<file path="src/rtl/song_recorder_if.sv">
// song_recorder_if
//   Bundles the note-capture strobe/fields coming from the hit decoder and the
//   replay read port consumed by the song selection mux.
//   master : hit decoder / replay consumer side (drives note fields, rd_idx)
//   slave  : song_recorder side (samples note fields, returns rd_* data)
//   Signals:
//     note_vld                  one-cycle strobe per struck note
//     octave / note / length    note fields, valid with note_vld
//     rd_idx                    replay read index
//     rd_octave/rd_note/rd_length/rd_gap  entry at rd_idx, one cycle later
interface song_recorder_if #(
  parameter int OCT_W  = 2,
  parameter int NOTE_W = 3,
  parameter int LEN_W  = 3,
  parameter int GAP_W  = 16,
  parameter int ADDR_W = 6
);
  logic              note_vld;
  logic [OCT_W-1:0]  octave;
  logic [NOTE_W-1:0] note;
  logic [LEN_W-1:0]  length;
  logic [ADDR_W-1:0] rd_idx;
  logic [OCT_W-1:0]  rd_octave;
  logic [NOTE_W-1:0] rd_note;
  logic [LEN_W-1:0]  rd_length;
  logic [GAP_W-1:0]  rd_gap;

  modport master (
    output note_vld, octave, note, length, rd_idx,
    input  rd_octave, rd_note, rd_length, rd_gap
  );

  modport slave (
    input  note_vld, octave, note, length, rd_idx,
    output rd_octave, rd_note, rd_length, rd_gap
  );
endinterface

</file>
<file path="src/rtl/song_recorder.sv">
// song_recorder
//   Free-play capture engine. Stores each struck note (octave, note, length,
//   inter-note gap) into a track RAM so a take can be replayed and scored like
//   a built-in song. Read port is synchronous with one cycle of latency and
//   read-before-write behaviour.
//   Optional feature macro: SONG_RECORDER_GAP_EN
//     defined   : gap (system_clock delta, saturating) is stored and returned
//     undefined : no gap storage, no last_stamp register, rd_gap reads 0
//   Ports:
//     i_clk, i_rst        clock, synchronous active-high reset
//     i_arm, i_stop       take control pulses (stop wins when both asserted)
//     i_system_clock      free-running tick counter
//     bus (slave)         note capture strobe/fields and replay read port
//     o_track             number of stored entries
//     o_recording         high while ARMED or REC
//     o_full              track == DEPTH
//     o_overflow          sticky: a note was dropped because the track was full
module song_recorder #(
  parameter int OCT_W  = 2,
  parameter int NOTE_W = 3,
  parameter int LEN_W  = 3,
  parameter int CLK_W  = 32,
  parameter int GAP_W  = 16,
  parameter int DEPTH  = 64,
  localparam int ADDR_W = $clog2(DEPTH)
) (
  input  logic               i_clk,
  input  logic               i_rst,
  input  logic               i_arm,
  input  logic               i_stop,
  input  logic [CLK_W-1:0]   i_system_clock,
  song_recorder_if.slave     bus,
  output logic [ADDR_W:0]    o_track,
  output logic               o_recording,
  output logic               o_full,
  output logic               o_overflow
);

`ifdef SONG_RECORDER_GAP_EN
  localparam int ENT_W = OCT_W + NOTE_W + LEN_W + GAP_W;
`else
  localparam int ENT_W = OCT_W + NOTE_W + LEN_W;
`endif
  localparam logic [ADDR_W:0] TRK_FULL = (ADDR_W+1)'(DEPTH);
  localparam logic [ADDR_W:0] TRK_ONE  = (ADDR_W+1)'(1);

  typedef enum logic [1:0] {
    ST_IDLE  = 2'd0,
    ST_ARMED = 2'd1,
    ST_REC   = 2'd2,
    ST_DONE  = 2'd3
  } state_t;

  state_t            r_state;
  logic [ADDR_W:0]   r_track;
  logic              r_overflow;
  logic [ENT_W-1:0]  r_mem [DEPTH];
  logic [ENT_W-1:0]  r_rd;

  logic              w_recording;
  logic              w_full;
  logic              w_restart;
  logic              w_note_take;
  logic              w_write;
  logic [ENT_W-1:0]  w_entry;

  assign w_recording = (r_state == ST_ARMED) || (r_state == ST_REC);
  assign w_full      = (r_track == TRK_FULL);
  // A stop that acts (ARMED/REC) overrides a simultaneous arm.
  assign w_restart   = i_arm & ~(i_stop & w_recording);
  // A note arriving with a restart belongs to the discarded take.
  assign w_note_take = w_recording & bus.note_vld & ~w_restart;
  assign w_write     = w_note_take & ~w_full;

`ifdef SONG_RECORDER_GAP_EN
  logic [CLK_W-1:0] r_last_stamp;
  logic [CLK_W-1:0] w_delta;
  logic [GAP_W-1:0] w_gap;

  // Modulo subtraction absorbs a wrap of the free-running counter.
  assign w_delta = i_system_clock - r_last_stamp;

  // Gap before the incoming note: zero for the first note, else saturated delta.
  always_comb begin
    w_gap = {GAP_W{1'b0}};
    if (r_state == ST_ARMED) begin
      w_gap = {GAP_W{1'b0}};
    end else if (|w_delta[CLK_W-1:GAP_W]) begin
      w_gap = {GAP_W{1'b1}};
    end else begin
      w_gap = w_delta[GAP_W-1:0];
    end
  end

  assign w_entry = {bus.octave, bus.note, bus.length, w_gap};

  // Timestamp of the most recently stored note.
  always_ff @(posedge i_clk) begin
    if (i_rst) begin
      r_last_stamp <= {CLK_W{1'b0}};
    end else if (w_write) begin
      r_last_stamp <= i_system_clock;
    end else begin
      r_last_stamp <= r_last_stamp;
    end
  end

  assign bus.rd_gap = r_rd[GAP_W-1:0];
`else
  logic w_unused_clk;
  assign w_unused_clk = ^i_system_clock;
  assign w_entry      = {bus.octave, bus.note, bus.length};
  assign bus.rd_gap   = {GAP_W{1'b0}};
`endif

  // Take-control FSM with track counter and sticky overflow flag.
  always_ff @(posedge i_clk) begin
    if (i_rst) begin
      r_state    <= ST_IDLE;
      r_track    <= {(ADDR_W+1){1'b0}};
      r_overflow <= 1'b0;
    end else begin
      case (r_state)
        ST_IDLE: begin
          if (w_restart) r_state <= ST_ARMED;
          else           r_state <= ST_IDLE;
        end
        ST_ARMED, ST_REC: begin
          if (i_stop)         r_state <= ST_DONE;
          else if (w_restart) r_state <= ST_ARMED;
          else if (w_write)   r_state <= ST_REC;
          else                r_state <= r_state;
        end
        ST_DONE: begin
          if (w_restart) r_state <= ST_ARMED;
          else           r_state <= ST_DONE;
        end
        default: r_state <= ST_IDLE;
      endcase

      if (w_restart) begin
        r_track    <= {(ADDR_W+1){1'b0}};
        r_overflow <= 1'b0;
      end else begin
        if (w_write) r_track <= r_track + TRK_ONE;
        else         r_track <= r_track;
        if (w_note_take && w_full) r_overflow <= 1'b1;
        else                       r_overflow <= r_overflow;
      end
    end
  end

  // Track RAM write port; contents survive reset and arm.
  always_ff @(posedge i_clk) begin
    if (!i_rst && w_write) begin
      r_mem[r_track[ADDR_W-1:0]] <= w_entry;
    end
  end

  // Replay read port: registered, returns pre-write data on a same-cycle hit.
  always_ff @(posedge i_clk) begin
    if (i_rst) begin
      r_rd <= {ENT_W{1'b0}};
    end else begin
      r_rd <= r_mem[bus.rd_idx];
    end
  end

  assign bus.rd_octave = r_rd[ENT_W-1 -: OCT_W];
  assign bus.rd_note   = r_rd[ENT_W-OCT_W-1 -: NOTE_W];
  assign bus.rd_length = r_rd[ENT_W-OCT_W-NOTE_W-1 -: LEN_W];

  assign o_track     = r_track;
  assign o_recording = w_recording;
  assign o_full      = w_full;
  assign o_overflow  = r_overflow;

endmodule
</file>
<file path="src/flat_wrapper.sv">
// flat-port wrapper written by rule: the top's interface ports become plain ports
module song_recorder_flat 
#(
  parameter int OCT_W  = 2,
  parameter int NOTE_W = 3,
  parameter int LEN_W  = 3,
  parameter int CLK_W  = 32,
  parameter int GAP_W  = 16,
  parameter int DEPTH  = 64,
  localparam int ADDR_W = $clog2(DEPTH)
)
  (i_clk, i_rst, i_arm, i_stop, i_system_clock, o_track, o_recording, o_full, o_overflow, bus_note_vld, bus_octave, bus_note, bus_length, bus_rd_idx, bus_rd_octave, bus_rd_note, bus_rd_length, bus_rd_gap);
  song_recorder_if #(.OCT_W(OCT_W), .NOTE_W(NOTE_W), .LEN_W(LEN_W), .GAP_W(GAP_W)) bus_i ();
  input  logic i_clk;
  input  logic i_rst;
  input  logic i_arm;
  input  logic i_stop;
  input  logic [CLK_W-1:0] i_system_clock;
  output logic [ADDR_W:0] o_track;
  output logic o_recording;
  output logic o_full;
  output logic o_overflow;
  input wire logic [$bits(bus_i.note_vld)-1:0] bus_note_vld;
  input wire logic [$bits(bus_i.octave)-1:0] bus_octave;
  input wire logic [$bits(bus_i.note)-1:0] bus_note;
  input wire logic [$bits(bus_i.length)-1:0] bus_length;
  input wire logic [$bits(bus_i.rd_idx)-1:0] bus_rd_idx;
  output wire logic [$bits(bus_i.rd_octave)-1:0] bus_rd_octave;
  output wire logic [$bits(bus_i.rd_note)-1:0] bus_rd_note;
  output wire logic [$bits(bus_i.rd_length)-1:0] bus_rd_length;
  output wire logic [$bits(bus_i.rd_gap)-1:0] bus_rd_gap;
  assign bus_i.note_vld = bus_note_vld;
  assign bus_i.octave = bus_octave;
  assign bus_i.note = bus_note;
  assign bus_i.length = bus_length;
  assign bus_i.rd_idx = bus_rd_idx;
  assign bus_rd_octave = bus_i.rd_octave;
  assign bus_rd_note = bus_i.rd_note;
  assign bus_rd_length = bus_i.rd_length;
  assign bus_rd_gap = bus_i.rd_gap;
  song_recorder #(.OCT_W(OCT_W), .NOTE_W(NOTE_W), .LEN_W(LEN_W), .CLK_W(CLK_W), .GAP_W(GAP_W), .DEPTH(DEPTH)) u_core (.i_clk(i_clk), .i_rst(i_rst), .i_arm(i_arm), .i_stop(i_stop), .i_system_clock(i_system_clock), .bus(bus_i), .o_track(o_track), .o_recording(o_recording), .o_full(o_full), .o_overflow(o_overflow));
endmodule
</file>
<file path="config.mk">
export PLATFORM = sky130hd
export DESIGN_NAME = song_recorder_flat
export DESIGN_NICKNAME = d
export VERILOG_FILES = /design/src/rtl/song_recorder_if.sv /design/src/rtl/song_recorder.sv /design/src/flat_wrapper.sv
export SDC_FILE = /design/constraint.sdc
export NUM_CORES = 1
export LEC_CHECK = 0
export CORE_UTILIZATION = 50
export CTS_BUF_LIST = sky130_fd_sc_hd__clkbuf_4 sky130_fd_sc_hd__clkbuf_8
export CTS_CLUSTER_DIAMETER = 40
export DETAILED_ROUTE_END_ITERATION = 10
export MAX_ROUTING_LAYER = met4
export PLACE_DENSITY = 0.73
export SLEW_MARGIN = 20
export SYNTH_ARGS = -nofsm -noshare
export SYNTH_HDL_FRONTEND = slang
export SYNTH_SLANG_ARGS = --single-unit
</file>
<file path="constraint.sdc">
create_clock -name i_clk -period 7.3 [get_ports i_clk]
set_clock_uncertainty 0.1 [all_clocks]
set_input_delay 1.46 -clock i_clk [delete_from_list [all_inputs] [get_ports i_clk]]
set_output_delay 1.46 -clock i_clk [all_outputs]
set_load 0.01 [all_outputs]
</file>
=== Word-level counts from Yosys, hierarchy flattened ===
Memory sizes are Yosys's and may differ from the RTL's. A register that Yosys moved wholly into a read port is not among the register bits.
Cells that the tools add are included.

* $add $sub $neg: 1
* Equality and inequality tests: 5
* Multiplexer cells: 8
* Bitwise gates (word level): 8
* Reduce and logical (&&, ||, !) cells: 7

{| class="wikitable"
|+ Operators by type and width
! kind !! number
|-
| 2-bit 2-to-1 mux || 4
|-
| 7-bit by 1-bit adder with 7-bit output, second input constant || 1
|-
| 7-bit equality test, second input constant || 1
|-
| 2-bit case mux with 3 select lines || 1
|-
| 1-bit AND || 5
|-
| 2-bit equality test, second input constant || 2
|-
| 4-bit by 2-bit != test with 1-bit output, second input constant || 1
|-
| 2-bit OR reduction || 2
|-
| 1-bit 2-to-1 mux || 3
|-
| 1-bit NOT || 3
|-
| 2-bit by 1-bit equality test with 1-bit output, second input constant || 1
|-
| 1-bit logical AND || 2
|-
| 2-bit logical NOT || 1
|-
| 1-bit logical NOT || 1
|-
| 1-bit logical OR || 1
|}

* Flip-flop bits (word level): 10
* Memory bits (writable): 512
* Input bits: 51
* Logic and storage cells: 33
* Memories: 1

{| class="wikitable"
|+ Memories
! memory !! depth !! bits a word !! read ports !! clocked after memory_dff !! wr ports !! RTL line !! text
|-
| u_core.r_mem || 64 || 8 || 1 || 1 || 1 || song_recorder.sv:57 || <nowiki>logic [ENT_W-1:0] r_mem [DEPTH];</nowiki>
|}

=== Depth between registers and ports, before layout ===
Gate-level depths: netlist (run 1).

* Depth after elaboration: 12
* Mapped depth: 9

=== Least setup slack after synthesis (run 1) ===
Ideal clock, no wire load.

* Kind: input to register
* Start: in i_arm
* End: mem u_core.r_mem[61][0] in the netlist's numbering, enable pin
* Library setup time: 371 ps
* Data arrival time: 2877 ps
* Required time: 6829 ps
* Setup slack: 3953 ps
* Stages: 5
* Buffers on the path: 0
* Cell sequence: inv_1 o211ai_1 nor4_1 nand3_1 nor2_1

* Word-level cells in the longest chain between the ends: 7

{| class="wikitable"
|+ RTL lines
! what !! RTL line !! text
|-
| start: declaration || flat_wrapper.sv:16 || <nowiki>input logic i_arm;</nowiki>
|-
| 1-bit AND || song_recorder.sv:70 || <nowiki>assign w_restart = i_arm & ~(i_stop & w_recording);</nowiki>
|-
| 1-bit NOT || song_recorder.sv:72 || <nowiki>assign w_note_take = w_recording & bus.note_vld & ~w_restart;</nowiki>
|-
| 1-bit AND || song_recorder.sv:72 ||
|-
| 1-bit AND || song_recorder.sv:73 || <nowiki>assign w_write = w_note_take & ~w_full;</nowiki>
|-
| 1-bit logical AND || song_recorder.sv:155 || <nowiki>if (!i_rst && w_write) begin</nowiki>
|-
| 1-bit 2-to-1 mux || song_recorder.sv:155 ||
|-
| 1-bit 2-to-1 mux (implied by the code) || song_recorder.sv:156 || <nowiki>r_mem[r_track[ADDR_W-1:0]] <= w_entry;</nowiki>
|-
| end: declaration || song_recorder.sv:57 ||
|}

Every way passes these cells.

=== Worst setup path after layout (run 1) ===
* Start: reg u_core.r_track[4], in the netlist u_core.o_track[4]
* End: out o_full

* Word-level cells in the longest chain between the ends: 1

{| class="wikitable"
|+ RTL lines
! what !! RTL line !! text
|-
| start: declaration || song_recorder.sv:55 || <nowiki>logic [ADDR_W:0] r_track;</nowiki>
|-
| start signal: assignment || song_recorder.sv:120 || <nowiki>r_track <= {(ADDR_W+1){1'b0}};</nowiki>
|-
| start signal: assignment || song_recorder.sv:142 || <nowiki>r_track <= {(ADDR_W+1){1'b0}};</nowiki>
|-
| start signal: assignment || song_recorder.sv:145 || <nowiki>if (w_write) r_track <= r_track + TRK_ONE;</nowiki>
|-
| 7-bit equality test || song_recorder.sv:68 || <nowiki>assign w_full = (r_track == TRK_FULL);</nowiki>
|-
| end: declaration || flat_wrapper.sv:21 || <nowiki>output logic o_full;</nowiki>
|}

Every way passes these cells.

==> run summary, run 1 <==
yosys warns: 0
per-cell via count in the routed design: 5.97
Synth Instances: 1008
hold bufs inserted after CTS: 0
commonest cells after routing, fill and taps aside: sky130_fd_sc_hd__edfxtp_1 (512), sky130_fd_sc_hd__mux4_2 (135), sky130_fd_sc_hd__nor2_1 (95), sky130_fd_sc_hd__clkbuf_8 (87), sky130_fd_sc_hd__mux2i_1 (30)
total half-perimeter wirelength after legalization and detailed placement: 24.6 mm
Iter 0 DRT Violations: 1125
1st-pass router iterations: 5
maximum number of pins on one net before global-route repair: 84
worst setup timing slack at the placement stage: 2.36 ns
global-route wire length before repair: 63.4 mm
number of nets with antenna violations after detailed routing: 0
CTS Buf Count: 83
overall routed net length: 42.7 mm
Clk Tree Root Cell: sky130_fd_sc_hd__clkbuf_8
leftover overflow at the end of global routing: 0
worst hold path endpoint: u_core.o_overflow$_SDFFE_PP0P_
Row Count: 74
fmax: 230 MHz
Avg Synthesized Cell Area: 20.6 um^2
Critical Path Max Stage Delay: 0.64 ns
proportion of power drawn by combinational gates: 4.7%
run status: finished, final reports clean
CTS tree: built
vias after detailed routing: 10100
Tmin final: 4.34 ns
setup slack, reg-to-reg: 3.38 ns
reg-to-reg critical path startpoint: u_core.o_track[4]$_SDFFE_PP0P_
via count of the first global-routing pass: 9999
CTS resizes: 0
Total Nets Final: 1138
cell area power density: 263 mW/mm^2
proportion of power drawn by flip-flops and latches: 54.9%
Static Leak: 7.27 nW
length in cells of the worst reg-to-reg path: 5
number of buffers inserted by port buffering: 36
CORE AREA: 0.0409 mm^2
starting density of the core: 50.8%
weighted congestion at the end of routability-driven global placement: 0.911
final core utilization: 56.5%
cell depth of the worst min-delay path: 2
clock power share: 40.4%
number of max-cap violations: 0
min-delay src: u_core.o_overflow$_SDFFE_PP0P_
initial antenna violation count: 1
combined buffer and inverter count along the critical path: 1
hold crit path type: flop to flop
most frequent standard cell in the layout excluding fill and tap cells: sky130_fd_sc_hd__edfxtp_1
number of distinct standard cells referenced by the synthesized netlist: 46
share of flip-flops with an asynchronous set or reset: 0%
number of flops mapped to enable cells by yosys: 512
Overall Power: 0.00609 W
filler cell count in the final layout: 3024
worst path setup slack after routing: 2.96 ns
count of final max-slew check failures: 0
critical path launch point type: flop
worst rel slew slack: 31.9%
CP endpoint kind: output pin
GRT Total Usage: 21.7%
cell-internal power: 0.00478 W
dominant synthesized flop cell: sky130_fd_sc_hd__edfxtp_1
number of H-tree levels: 3
Setup Buffers After CTS: 0
synthesized flop and latch total: 530
crit path max-delay cell type: sky130_fd_sc_hd__or3_1
Die Footprint: 0.0424 mm^2
area of the mapped netlist: 0.0208 mm^2
fraction of the cycle the final worst path needs: 59.5%
number of top-level design ports: 85
proportion of synthesized chip area in sequential cells: 75.8%
unrepaired setup endpoints after global routing: no
Net Switching: 0.00130 W
total count of hold-check failures in the final report: 0
DRC violations left: 0
clock-pin transition on the worst setup and hold timing paths: 0.06 ns
arrival time worst endpoint: 2.78 ns
area grow syn2layout: 11.4%
maximum fanout count along the critical path: 10
final setup vio count: 0
start-to-end type of the worst setup path: flop to output pin
total negative setup slack: 0 ns
pin slew with the least headroom to its limit: 1.02 ns
required time at the endpoint of the critical path: 5.74 ns
category of cells accounting for the largest share of critical-path delay: simple AND/OR/NAND/NOR gates
Sw Share: 21.4%
routed wire length per instance: 25.4 um
worst reg2reg path endpoint: u_core.r_mem[37][0]$_DFFE_PP_
die height: 206 um
clock latency at the later pin of the worst-skew pair: 0.64 ns
worst ir drop on vdd: 187 uV
clock sinks: 530
Critical Path, Cell by Cell: or3_1 > nor3_4 > clkdlybuf4s50_1
CTS Buffer Depth: 3
width of the die: 206 um
fraction of layout cells with a size suffix above 1: 26.2%
==> stage by stage <==
| stage | area [um^2] | cells | hold slack (ns) |
|---|---|---|---|
| 2_1_floorplan | 20800 | 1023 | 0.387 |
| 3_3_place_gp | 21500 | 1530 | 0.356 |
| 3_5_place_dp | 21500 | 1530 | 0.364 |
| 4_1_cts | 23100 | 1682 | 0.383 |
| 5_1_grt | 23100 | 1683 | 0.465 |
| 6_report | 23100 | 1684 | 0.375 |
==> worst register-to-register path, stage by stage, from the launching register on <==
cell	delay, ns
sky130_fd_sc_hd__dfxtp_1	0.64
sky130_fd_sc_hd__or3_1	0.49
sky130_fd_sc_hd__nor3_4	0.14
sky130_fd_sc_hd__nor4_1	0.54
sky130_fd_sc_hd__nand3_1	0.71
sky130_fd_sc_hd__nor2_1	0.90
==> per-layer routing <==
layer,vias up,wire length (um),track usage (%)
li1,4264,-,-
met3,64,4020,4.50
met2,502,20600,32.1
met5,-,0,-
met1,5223,17100,30.2
met4,0,973,7.64
==> power by group through the flow <==
stage	logic (W)	clock network [W]	registers, W
2_1_floorplan	0.000171	0	0.00341
3_3_place_gp	0.000281	0	0.00341
3_5_place_dp	0.000286	0	0.00341
4_1_cts	0.000287	0.00250	0.00334
5_1_grt	0.000305	0.00262	0.00334
6_report	0.000285	0.00246	0.00334
==> cell families after synthesis <==
group / after synthesis / synth area share [%]
DFF: 530 / 75.8
muxes: 170 / 16.4
and+or+nand+nor: 155 / 3.25
buffers and inverters: 77 / 2.17
AOI/OAI and AO/OA: 66 / 2.01
xor gates and xnor gates: 5 / 0.211
adders and majority gates: 4 / 0.241
other: 1 / 0.0181
==> flip-flops by register name, summed over array words and instances (netlist names) <==
signal and cells:
u_core.o_track 7, u_core.r_mem 512, u_core.o_overflow 1, u_core.r_state 2, u_core.r_rd 8
==> area by class of cell <==
class	count	area (um^2)	share of cell area, %
diodes	2	5.00	0.0216
clock buffers	116	1420	6.12
clock inverters	36	238	1.03
inverters	9	33.8	0.146
multi-input cells	416	4640	20.1
flip-flops and latches	530	15700	68.0
well taps	532	666	2.88
repair buffers	43	407	1.76
==> synthesized netlist by cell type, types with 9 or more instances <==
cell                         n  area share, %
sky130_fd_sc_hd__a21oi_1    17           0.41
sky130_fd_sc_hd__buf_2      15           0.36
sky130_fd_sc_hd__buf_4      28            1.0
sky130_fd_sc_hd__clkbuf_1   16           0.29
sky130_fd_sc_hd__dfxtp_1    18            1.7
sky130_fd_sc_hd__edfxtp_1  512             74
sky130_fd_sc_hd__inv_1       9           0.16
sky130_fd_sc_hd__mux2i_1    30            1.4
sky130_fd_sc_hd__mux4_2    135             15
sky130_fd_sc_hd__nand2_1    26           0.47
sky130_fd_sc_hd__nand3_1     9           0.22
sky130_fd_sc_hd__nor2_1     95            1.7
sky130_fd_sc_hd__o21ai_0    15           0.36
==> how the worst max path moves through the flow <==
stage / start / endpoint / cells after the start / slack [ns]
floorplan: i_arm / u_core.r_mem[61][0]$_DFFE_PP_ / 5 / 3.95
global placement: i_stop / u_core.r_mem[15][2]$_DFFE_PP_ / 5 / 2.40
detailed placement: i_arm / u_core.r_mem[37][2]$_DFFE_PP_ / 6 / 2.36
CTS: u_core.o_track[4]$_SDFFE_PP0P_ / o_full / 3 / 2.98
global route: i_arm / u_core.r_mem[21][0]$_DFFE_PP_ / 6 / 2.76
finish: u_core.o_track[4]$_SDFFE_PP0P_ / o_full / 3 / 2.96
Power figures use the tool's default switching activity.
==> run 2: changes to the inputs <==
- PLACE_DENSITY: 0.73 -> 0.75
- clock period: 7.3 -> 3.7 ns (I/O delays scaled with it)
==> run summary, run 2 (same netlist as run 1, synthesis figures left out) <==
CTS Buffer Depth: 3 (unchanged)
number of H-tree levels: 3 (unchanged)
CP endpoint kind: output pin
category of cells accounting for the largest share of critical-path delay: simple AND/OR/NAND/NOR gates
number of top-level design ports: 85 (unchanged)
maximum number of pins on one net before global-route repair: 65 (-23%)
clock latency at the later pin of the worst-skew pair: 0.64 ns (about the same)
unrepaired setup endpoints after global routing: no
Tmin final: 3.57 ns
CTS resizes: 0 (unchanged)
total count of hold-check failures in the final report: 0 (unchanged)
pin slew with the least headroom to its limit: 0.859 ns (-0.162 ns)
Overall Power: 0.0120 W (+96%)
starting density of the core: 50.8% (unchanged)
width of the die: 206 um (unchanged)
Net Switching: 0.00253 W (+94%)
area of the multi-input gates: 0.00464 mm^2 (unchanged)
count of final max-slew check failures: 0 (unchanged)
number of buffers inserted by port buffering: 36 (unchanged)
GRT Total Usage: 22.3% (+0.64 points)
length in cells of the worst reg-to-reg path: 6 (+1)
cell count along the critical path: 3 (unchanged)
leftover overflow at the end of global routing: 0 (unchanged)
clock sinks: 530 (unchanged)
required time at the endpoint of the critical path: 2.86 ns (-2.88 ns)
combined buffer and inverter count along the critical path: 1 (unchanged)
cell depth of the worst min-delay path: 2 (unchanged)
fraction of layout cells with a size suffix above 1: 31.5% (+5.3 points)
maximum fanout count along the critical path: 12 (+2)
Setup Buffers After CTS: 0 (unchanged)
fmax: 280 MHz
per-cell via count in the routed design: 5.92 (-0.89%)
Critical Path, Cell by Cell: or3_1 > nor3_4 > clkdlybuf4s50_1
CTS Buf Count: 85 (+2.4%)
antenna diode count: 0 (-2)
Row Count: 74 (unchanged)
proportion of power drawn by flip-flops and latches: 55.2% (+0.3 points)
fraction of the cycle the final worst path needs: 96.4%
run status: finished, final reports clean
most frequent standard cell in the layout excluding fill and tap cells: sky130_fd_sc_hd__edfxtp_1
arrival time worst endpoint: 2.73 ns (-0.05 ns)
DRC violations left: 0 (unchanged)
commonest cells after routing, fill and taps aside: sky130_fd_sc_hd__edfxtp_1 (512), sky130_fd_sc_hd__mux4_2 (135), sky130_fd_sc_hd__buf_4 (99), sky130_fd_sc_hd__nor2_1 (95), sky130_fd_sc_hd__clkbuf_8 (90)
worst ir drop on vdd: 327 uV (+74%)
die height: 206 um (unchanged)
number of cells in the finished layout apart from fillers: 1776 (+5.5%)
Die Footprint: 0.0424 mm^2 (unchanged)
worst rel slew slack: 42.5% (+11 points)
start-to-end type of the worst setup path: flop to output pin
number of max-cap violations: 0 (unchanged)
hold bufs inserted after CTS: 0 (unchanged)
total negative setup slack: 0 ns (unchanged)
total half-perimeter wirelength after legalization and detailed placement: 26.8 mm (+8.8%)
placed insts: 1620 (+5.9%)
crit path max-delay cell type: sky130_fd_sc_hd__or3_1
number of nets with antenna violations after detailed routing: 0 (unchanged)
overall routed net length: 44.2 mm (+3.5%)
Critical Path Max Stage Delay: 0.64 ns (about the same)
Sw Share: 21.2% (-0.20 points)
CORE AREA: 0.0409 mm^2 (unchanged)
critical path launch point type: flop
initial antenna violation count: 0 (-1)
clock power share: 39.9% (-0.5 points)
clock-pin transition on the worst setup and hold timing paths: 0.07 ns (about the same)
weighted congestion at the end of routability-driven global placement: 0.917 (+0.68%)
filler cell count in the final layout: 2903 (-4.0%)
proportion of power drawn by combinational gates: 4.9% (+0.2 points)
via count of the first global-routing pass: 10600 (+5.8%)
Reg area: 0.0157 mm^2 (unchanged)
cell area power density: 501 mW/mm^2 (+90%)
Iter 0 DRT Violations: 1026 (-8.8%)
cell-internal power: 0.00942 W (+97%)
routed wire length per instance: 24.9 um (-1.9%)
vias after detailed routing: 10500 (+4.5%)
final setup vio count: 0 (unchanged)
global-route wire length before repair: 65.9 mm (+4.0%)
Clk Tree Root Cell: sky130_fd_sc_hd__clkbuf_8
area grow syn2layout: 14.8%
1st-pass router iterations: 5 (unchanged)
Static Leak: 7.74 nW (+6.5%)
Total Nets Final: 1230 (+8.1%)
flip-flop count of the largest register, all copies and words added: 512 (unchanged)
CTS tree: built
hold crit path type: flop to flop
-- run 2: changes by cell type in the layout (fill, tap and decap cells not counted), sizes merged --
| cell | before | now |
|---|---|---|
| buf | 18 | 107 |
| clkbuf | 116 | 126 |
| clkinv | 27 | 23 |
| clkinvlp | 4 | 7 |
| bufinv | 2 | 0 |
| diode | 2 | 0 |
| inv | 12 | 10 |
-- run 2: metrics by stage --
stage	area (um^2)	util [%]	hold WS, ns	worst slack (ns)
after detailed placement	22200	54.2	0.379	0.410
after floorplan	20800	-	0.387	0.907
after global placement	22200	54.2	0.361	0.524
after global routing	23900	58.3	0.440	0.0207
after CTS	23800	58.2	0.399	0.108
final	23900	58.3	0.391	0.134
-- run 2: path summary, 6_finish.rpt --
| kind | start | to | slack, ns |
|---|---|---|---|
| worst max-delay path | u_core.o_track[3]$_SDFFE_PP0P_ | o_full | 0.13 |
| worst min register to register | u_core.o_overflow$_SDFFE_PP0P_ | u_core.o_overflow$_SDFFE_PP0P_ | 0.39 |
| worst min-delay path | u_core.o_overflow$_SDFFE_PP0P_ | u_core.o_overflow$_SDFFE_PP0P_ | 0.39 |
| worst max register to register | u_core.o_track[3]$_SDFFE_PP0P_ | u_core.r_mem[17][7]$_DFFE_PP_ | 0.69 |
-- run 2: per-layer routing --
metal  part of all wire [%]  vias up  global-route usage, %
li1                       -     4450                      -
met1                     41     5468                   30.4
met2                     49      513                   34.3
met3                    8.1       77                   4.61
met4                    2.3        0                   6.72
met5                      0        -                      -
-- run 2: worst reg2reg max path, stage by stage, from the launching register on --
cell                      delay (ns)
sky130_fd_sc_hd__dfxtp_1        0.56
sky130_fd_sc_hd__or3_1          0.49
sky130_fd_sc_hd__nor3_4         0.14
sky130_fd_sc_hd__nor4_1         0.64
sky130_fd_sc_hd__nand2_1        0.22
sky130_fd_sc_hd__nor2_1         0.34
sky130_fd_sc_hd__buf_4          0.22
-- run 2: power by group through the flow --
stage	clock network (W)	logic (W)	registers (W)
finish	0.00477	0.000587	0.00660
global route	0.00511	0.000623	0.00659
CTS	0.00484	0.000589	0.00660
detailed placement	0	0.000587	0.00672
global placement	0	0.000571	0.00672
floorplan	0	0.000338	0.00673
-- run 2: final cells by class --
class	count	share of cell area, %
clock buffers	125	6.27
clock inverters	31	0.640
well taps	532	2.79
multi-input cells	416	19.5
flip-flops and latches	530	66.0
inverters	9	0.142
repair buffers	133	4.73
==> run 3: changes to the inputs <==
- SKIP_LAST_GASP: not set -> 1
==> results of run 3 <==
No change in the layout: final DEF, timing and power equal those of run 2.
